## config.mk

```make
export PLATFORM = sky130hd
export DESIGN_NAME = fairy_memory_stage
export DESIGN_NICKNAME = d
export VERILOG_FILES = /design/src/rtl/fairy_memory_stage.sv
export SDC_FILE = /design/constraint.sdc
export NUM_CORES = 1
export LEC_CHECK = 0
export BUFFER_PORTS_ARGS = -buffer_cell sky130_fd_sc_hd__buf_4
export CAP_MARGIN = 20
export CELL_PAD_IN_SITES_DETAIL_PLACEMENT = 0
export CELL_PAD_IN_SITES_GLOBAL_PLACEMENT = 2
export CORE_ASPECT_RATIO = 0.7
export CORE_MARGIN = 2
export CORE_UTILIZATION = 33
export DETAILED_ROUTE_END_ITERATION = 6
export MAX_ROUTING_LAYER = met4
export PLACE_DENSITY = 0.85
export RECOVER_POWER = 50
export SLEW_MARGIN = 10
export SYNTH_ARGS = -nofsm -noshare
export SYNTH_HDL_FRONTEND = slang
export SYNTH_SLANG_ARGS = --single-unit
```

## constraint.sdc

```tcl
create_clock -name clk -period 2.2 [get_ports clk]
set_clock_uncertainty 0.05 [all_clocks]
set_input_delay 0.33 -clock clk [delete_from_list [all_inputs] [get_ports clk]]
set_output_delay 0.33 -clock clk [all_outputs]
set_load 0.02 [all_outputs]
```

## src/rtl/fairy_memory_stage.sv

```systemverilog
// Purpose : MIPS-style memory stage: decodes loads/stores, drives a req/gnt + rvalid data port, registers the writeback payload.
// Latency : non-memory/faulting ops 1 cycle; stores 1 cycle after gnt; loads 1 cycle after rvalid.
// Backpr. : ex_ready_o only in IDLE; request held stable until dmem_gnt_i; at most one outstanding load.
//
// Ports   : clk/reset_n (async active-low); ex_* handshake + instruction fields from execute;
//           flush_i kills in-flight work; dmem_* request/grant/response port; *_o registered writeback payload.
// Config  : define FAIRY_MEM_UNALIGNED_CHECK_EN to enable misaligned-address detection
//           (LH/LHU/SH odd address, LW/SW not word aligned); otherwise unaligned_addr_o stays 0.
module fairy_memory_stage (
    input  logic        clk,
    input  logic        reset_n,
    input  logic        ex_valid_i,
    output logic        ex_ready_o,
    input  logic [31:0] inst_i,
    input  logic [31:0] pc_i,
    input  logic [31:0] alu_result_i,
    input  logic [31:0] store_data_i,
    input  logic [4:0]  reg_waddr_i,
    input  logic        reg_we_i,
    input  logic        overflow_i,
    input  logic        illegal_inst_i,
    input  logic        delayslot_i,
    input  logic        hilo_we_i,
    input  logic        hilo_sel_i,
    input  logic        flush_i,
    output logic        dmem_req_o,
    output logic        dmem_we_o,
    output logic [3:0]  dmem_be_o,
    output logic [31:0] dmem_addr_o,
    output logic [31:0] dmem_wdata_o,
    input  logic        dmem_gnt_i,
    input  logic        dmem_rvalid_i,
    input  logic [31:0] dmem_rdata_i,
    output logic [31:0] data_o,
    output logic [31:0] inst_o,
    output logic [31:0] pc_o,
    output logic [4:0]  reg_waddr_o,
    output logic        reg_we_o,
    output logic        overflow_o,
    output logic        unaligned_addr_o,
    output logic        illegal_inst_o,
    output logic        delayslot_o,
    output logic        hilo_we_o,
    output logic        hilo_sel_o
);

    localparam logic [5:0] OP_LB  = 6'b100000;
    localparam logic [5:0] OP_LBU = 6'b100100;
    localparam logic [5:0] OP_LH  = 6'b100001;
    localparam logic [5:0] OP_LHU = 6'b100101;
    localparam logic [5:0] OP_LW  = 6'b100011;
    localparam logic [5:0] OP_SB  = 6'b101000;
    localparam logic [5:0] OP_SH  = 6'b101001;
    localparam logic [5:0] OP_SW  = 6'b101011;

    typedef enum logic [1:0] {IDLE, REQ, RESP, DRAIN} state_e;

    // Registered writeback payload; all-zero is the bubble (inst 0 = NOP).
    typedef struct packed {
        logic [31:0] data;
        logic [31:0] inst;
        logic [31:0] pc;
        logic [4:0]  waddr;
        logic        reg_we;
        logic        overflow;
        logic        unaligned;
        logic        illegal;
        logic        delayslot;
        logic        hilo_we;
        logic        hilo_sel;
    } wb_t;

    // Memory instruction held while the request/response is in flight.
    typedef struct packed {
        logic [31:0] inst;
        logic [31:0] pc;
        logic [31:0] addr;
        logic [31:0] sdata;
        logic [4:0]  waddr;
        logic        reg_we;
        logic        delayslot;
        logic        hilo_we;
        logic        hilo_sel;
    } lat_t;

    function automatic logic is_load(input logic [5:0] op);
        return (op == OP_LB) || (op == OP_LBU) || (op == OP_LH) ||
               (op == OP_LHU) || (op == OP_LW);
    endfunction

    function automatic logic is_store(input logic [5:0] op);
        return (op == OP_SB) || (op == OP_SH) || (op == OP_SW);
    endfunction

    function automatic logic [31:0] extract(input logic [5:0] op, input logic [1:0] a,
                                            input logic [31:0] w);
        logic [7:0]  b;
        logic [15:0] h;
        logic [31:0] r;
        case (a)
            2'd0:    b = w[7:0];
            2'd1:    b = w[15:8];
            2'd2:    b = w[23:16];
            default: b = w[31:24];
        endcase
        h = a[1] ? w[31:16] : w[15:0];
        case (op)
            OP_LB:   r = {{24{b[7]}}, b};
            OP_LBU:  r = {24'd0, b};
            OP_LH:   r = {{16{h[15]}}, h};
            OP_LHU:  r = {16'd0, h};
            default: r = w;
        endcase
        return r;
    endfunction

    state_e state_q, state_d;
    wb_t    wb_q, wb_d;
    lat_t   lat_q, lat_d;

    logic [5:0] op_in;
    logic [5:0] op_lat;
    logic       mem_in;
    logic       unal_in;
    logic       lat_is_load;
    wb_t        mem_wb;

    assign op_in       = inst_i[31:26];
    assign op_lat      = lat_q.inst[31:26];
    assign mem_in      = is_load(op_in) || is_store(op_in);
    assign lat_is_load = is_load(op_lat);

`ifdef FAIRY_MEM_UNALIGNED_CHECK_EN
    always_comb begin
        unal_in = 1'b0;
        case (op_in)
            OP_LH, OP_LHU, OP_SH: unal_in = alu_result_i[0];
            OP_LW, OP_SW:         unal_in = (alu_result_i[1:0] != 2'b00);
            default:              unal_in = 1'b0;
        endcase
    end
`else
    assign unal_in = 1'b0;
`endif

    // Writeback record of the latched memory op; data and reg_we are filled per completion type.
    always_comb begin
        mem_wb           = '0;
        mem_wb.inst      = lat_q.inst;
        mem_wb.pc        = lat_q.pc;
        mem_wb.waddr     = lat_q.waddr;
        mem_wb.delayslot = lat_q.delayslot;
        mem_wb.hilo_we   = lat_q.hilo_we;
        mem_wb.hilo_sel  = lat_q.hilo_sel;
    end

    always_comb begin
        state_d = state_q;
        wb_d    = '0;
        lat_d   = lat_q;
        case (state_q)
            IDLE: begin
                if (ex_valid_i && !flush_i) begin
                    if (!mem_in || overflow_i || illegal_inst_i || unal_in) begin
                        // Completes here without touching memory; a misaligned access
                        // reports the faulting address and must not write a register.
                        wb_d.data      = alu_result_i;
                        wb_d.inst      = inst_i;
                        wb_d.pc        = pc_i;
                        wb_d.waddr     = reg_waddr_i;
                        wb_d.reg_we    = reg_we_i && !unal_in;
                        wb_d.overflow  = overflow_i;
                        wb_d.unaligned = unal_in;
                        wb_d.illegal   = illegal_inst_i;
                        wb_d.delayslot = delayslot_i;
                        wb_d.hilo_we   = hilo_we_i;
                        wb_d.hilo_sel  = hilo_sel_i;
                    end else begin
                        lat_d.inst      = inst_i;
                        lat_d.pc        = pc_i;
                        lat_d.addr      = alu_result_i;
                        lat_d.sdata     = store_data_i;
                        lat_d.waddr     = reg_waddr_i;
                        lat_d.reg_we    = reg_we_i;
                        lat_d.delayslot = delayslot_i;
                        lat_d.hilo_we   = hilo_we_i;
                        lat_d.hilo_sel  = hilo_sel_i;
                        state_d         = REQ;
                    end
                end
            end
            REQ: begin
                if (flush_i) begin
                    // A load granted in the flush cycle still returns one beat that must be eaten.
                    state_d = (dmem_gnt_i && lat_is_load) ? DRAIN : IDLE;
                end else if (dmem_gnt_i) begin
                    if (lat_is_load) begin
                        state_d = RESP;
                    end else begin
                        wb_d      = mem_wb;
                        wb_d.data = lat_q.addr;
                        state_d   = IDLE;
                    end
                end
            end
            RESP: begin
                if (flush_i) begin
                    state_d = dmem_rvalid_i ? IDLE : DRAIN;
                end else if (dmem_rvalid_i) begin
                    wb_d        = mem_wb;
                    wb_d.data   = extract(op_lat, lat_q.addr[1:0], dmem_rdata_i);
                    wb_d.reg_we = lat_q.reg_we;
                    state_d     = IDLE;
                end
            end
            DRAIN: begin
                if (dmem_rvalid_i) begin
                    state_d = IDLE;
                end
            end
            default: state_d = IDLE;
        endcase
    end

    always_ff @(posedge clk or negedge reset_n) begin
        if (!reset_n) begin
            state_q <= IDLE;
            wb_q    <= '0;
            lat_q   <= '0;
        end else begin
            state_q <= state_d;
            wb_q    <= wb_d;
            lat_q   <= lat_d;
        end
    end

    // Request fields are derived from the latched op and forced to zero outside REQ.
    always_comb begin
        dmem_req_o   = 1'b0;
        dmem_we_o    = 1'b0;
        dmem_be_o    = 4'b0000;
        dmem_addr_o  = 32'd0;
        dmem_wdata_o = 32'd0;
        if (state_q == REQ) begin
            dmem_req_o  = 1'b1;
            dmem_we_o   = is_store(op_lat);
            dmem_addr_o = {lat_q.addr[31:2], 2'b00};
            case (op_lat)
                OP_SB: begin
                    dmem_be_o    = 4'b0001 << lat_q.addr[1:0];
                    dmem_wdata_o = {4{lat_q.sdata[7:0]}};
                end
                OP_SH: begin
                    dmem_be_o    = lat_q.addr[1] ? 4'b1100 : 4'b0011;
                    dmem_wdata_o = {2{lat_q.sdata[15:0]}};
                end
                OP_SW: begin
                    dmem_be_o    = 4'b1111;
                    dmem_wdata_o = lat_q.sdata;
                end
                default: begin
                    // Loads fetch the whole word; lane selection happens on return.
                    dmem_be_o    = 4'b1111;
                    dmem_wdata_o = 32'd0;
                end
            endcase
        end
    end

    assign ex_ready_o       = (state_q == IDLE);
    assign data_o           = wb_q.data;
    assign inst_o           = wb_q.inst;
    assign pc_o             = wb_q.pc;
    assign reg_waddr_o      = wb_q.waddr;
    assign reg_we_o         = wb_q.reg_we;
    assign overflow_o       = wb_q.overflow;
    assign unaligned_addr_o = wb_q.unaligned;
    assign illegal_inst_o   = wb_q.illegal;
    assign delayslot_o      = wb_q.delayslot;
    assign hilo_we_o        = wb_q.hilo_we;
    assign hilo_sel_o       = wb_q.hilo_sel;

endmodule

```

==> metrics.cfg <==
[logic_synthesis]
ys_ff_latch=246
synth_top_area_cell=dfrtp_1
synth_cell_types=46
yosysSeqAreaShare_pct=57.67
ys.warnings.count=0
postSynthCellCount=801
synth.top_cell.area_share_pct=57.67
netlist_area_mm2=0.01067
synthTopCellsByArea=dfrtp_1, mux2_2, a22o_1
syn_area_per_cell_um2=13.33

[status]
status=complete, but fails checks
violations=negative setup slack

[sta]
finalWorstSetupSlack_ns=-0.1522
slew_violations=0
fin_crit_sh_pct=106.9
setup_viol=36
max_freq_mhz=425.1
rsz0062_at_grt=true
hold_viol_final=0
max_slew_margin_pct=31.18
tightest_slew_ns=1.032
period_minus_slack_ns=2.352
whs_ns=0.07256

[layout]
multiInputGateArea_mm2=0.004433
fin_nets=1500
fin_cells=1768
drive_gt1_share_pct=43.54
stdcell_area_mm2=0.01656
area_growth_syn_to_layout_pct=55.16
fillers=2844
ff_latch_area_mm2=0.006158
post-route-util_pct=51.65

[detailed_routing]
wl_per_cell_um=20.12
drtAntennaViolNets=0
wl_um=35570
met3WireLength_um=2868
maxUsedRoutingLayer=met4
num_vias=8874
drt_iter0_drc=442
viasPerCell=5.019
wl_met1_um=15350
drc_errors=0
first_pass_iters=5
wl_met2_um=16770

[setup_path]
reg2reg_to=lat_q[11]
reg2reg_slack_ns=0.06
worstSetupStartpointType=flop
cp.required_ns=1.82
cpPeakStageDelay_ns=0.37
worstPathCellList=buf_6 -> nand2_2 -> nor3_4 -> buf_6 -> buf_6 -> nand2_1 -> a21oi_2 -> buf_4
r2r_start=state_q[1]
cp-end-kind=primary output
r2r_cells=6
path_class=reg2out
path_max_fanout=7
cp_common_cell=buf_6
critical-path-slowest-cell=dfrtp_1
arrival_ns=1.97

[placed_design]
port-buffer-count=352
routabilityCongestion=0.8785
post_dp_cell_area_mm2=0.01413
dp_hpwl_um=23800
placed_cells=1564

[clocking]
ctsHtreeMaxLevel=1
clk_pin_slew_worst_paths_ns=0.06
cts_tree=built
cts_buffer_depth=3
clk_latency_ns=0.55
cts.sinks=246
cts_buffers=27
clockRootBuffer=clkbuf_16

[die]
die_x_um=219.0
ios=356
die-height_um=154.5
core_region_area_mm2=0.03207
rows=55
die-area_mm2=0.03382
start_util_pct=33.29

[power_and_ir_drop]
total_power_mw=13.82
powerDensity_mw_per_mm2=834.7
vdd_drop_max_mv=0.6785
power_leakage_nw=8.066

[hold_path]
min_path_cells=2
min_from=inst_i[31]
holdPathEnd=inst_o[31]
hold_path_class=in2reg

[global_routing]
grt_first_pass_wirelength_um=53820
antenna_found_initial=2
grt_pass1_vias=9174
grt_usage_pct=21.15
grt.overflow.total=0
grt_max_degree=86

[job]
max_cap_viol_count=0

worst max-delay path, delay by kind of cell (launching register included):
family / cells / cell delay [ns]
AO/OA/AOI/OAI: 1 / 0.16
flip-flops: 1 / 0.37
AND/OR/NAND/NOR: 3 / 0.31
buffers and inverters: 4 / 0.60
power breakdown:
part,internal (mW),switching [mW]
Clock,2.53,1.83
Combinational,1.81,2.09
Sequential,5.20,0.379
cell usage in the layout (no fill, tap or decap), drive strengths merged, types with 2 or more instances in the layout:
cell type	n
and3	3
a32o	21
nand2b	9
a221o	14
nor4	7
mux2	145
clkinvlp	2
nor2	8
o21ai	7
dlygate4sd3	142
inv	6
a211o	19
clkinv	3
a32oi	2
diode	2
nand2	37
and2	43
buf	338
nand3	3
conb	3
a22o	80
a21oi	29
nor3	21
nor4b	2
mux2i	8
dfrtp	246
clkbuf	116
or2	2
mux4	8
layer usage:
layer	track usage [%]	vias to the layer above
met5	-	-
met4	4.440	0
met3	5.723	44
met2	32.88	325
met1	27.82	4482
li1	-	4023
flip-flops by register name, summed over array words and instances (netlist names):
signal	count
pc_o	32
reg_we_o	1
data_o	32
state_q	2
lat_q	137
illegal_inst_o	1
inst_o	32
hilo_we_o	1
overflow_o	1
reg_waddr_o	5
hilo_sel_o	1
delayslot_o	1
cell type report:
cell class / instances / share of cell area [%]
Antenna cell: 2 / 0.03022
Sequential cell: 246 / 37.18
Clock inverter: 7 / 0.4382
Clock buffer: 38 / 4.631
Timing Repair Buffer: 558 / 27.57
Tap cell: 427 / 3.226
Inverter: 5 / 0.1586
Multi-Input combinational cell: 485 / 26.77
synth_stat cells (all sizes together):
cell type / instances
a211o: 19
and2: 43
a32oi: 2
nor4: 7
nand2b: 9
mux4: 8
or2: 2
o31ai: 1
a32o: 21
nand3: 3
a22o: 80
a21oi: 29
buf: 44
nor2: 8
o22ai: 1
nor3: 21
conb: 1
or4b: 1
a22oi: 1
mux2i: 8
nand2: 37
a211oi: 1
inv: 5
o311a: 1
o21ai: 7
nor2b: 1
nand3b: 1
nor3b: 1
a311oi: 1
mux2: 145
nor4b: 2
dfrtp: 246
o21bai: 1
a221oi: 1
and3: 3
nand4bb: 1
a221o: 14
clkbuf: 23
o21a: 1
how the worst max path moves through the flow:
stage / startpoint / to / slack (ns)
final: lat_q[132] / dmem_wdata_o[27] / -0.15
after global routing: lat_q[135] / dmem_wdata_o[27] / -0.25
after CTS: lat_q[135] / dmem_wdata_o[30] / -0.17
after detailed placement: flush_i / data_o[13] / 0.07
after global placement: flush_i / data_o[13] / 0.11
after floorplan: lat_q[133] / dmem_wdata_o[13] / 0.10
kinds of logic after synthesis:
kind of cell / Yosys count / synth area share (%)
flip-flops: 246 / 57.67
AO/OA/AOI/OAI: 181 / 14.03
multiplexers: 161 / 17.74
AND/OR/NAND/NOR: 140 / 7.326
buffers and inverters: 72 / 3.200
other: 1 / 0.03513
metrics by stage:
stage	worst slack, ns	setup TNS, ns
after floorplan	0.1029	0
after global placement	0.1062	0
after detailed placement	0.06726	0
after CTS	-0.1710	-4.198
after global routing	-0.2524	-7.398
final	-0.1522	-3.055
timing repair:
item                       4_1_cts  5_1_grt
buffers inserted                11        1
gates resized for setup         58       42
hold buffers                   142        0
hold endpoints to repair       295        0
setup endpoints to repair       68       61
gates cloned                     3        0
pin swaps                        8       16
No activity file was read; power rests on OpenSTA's default activity.
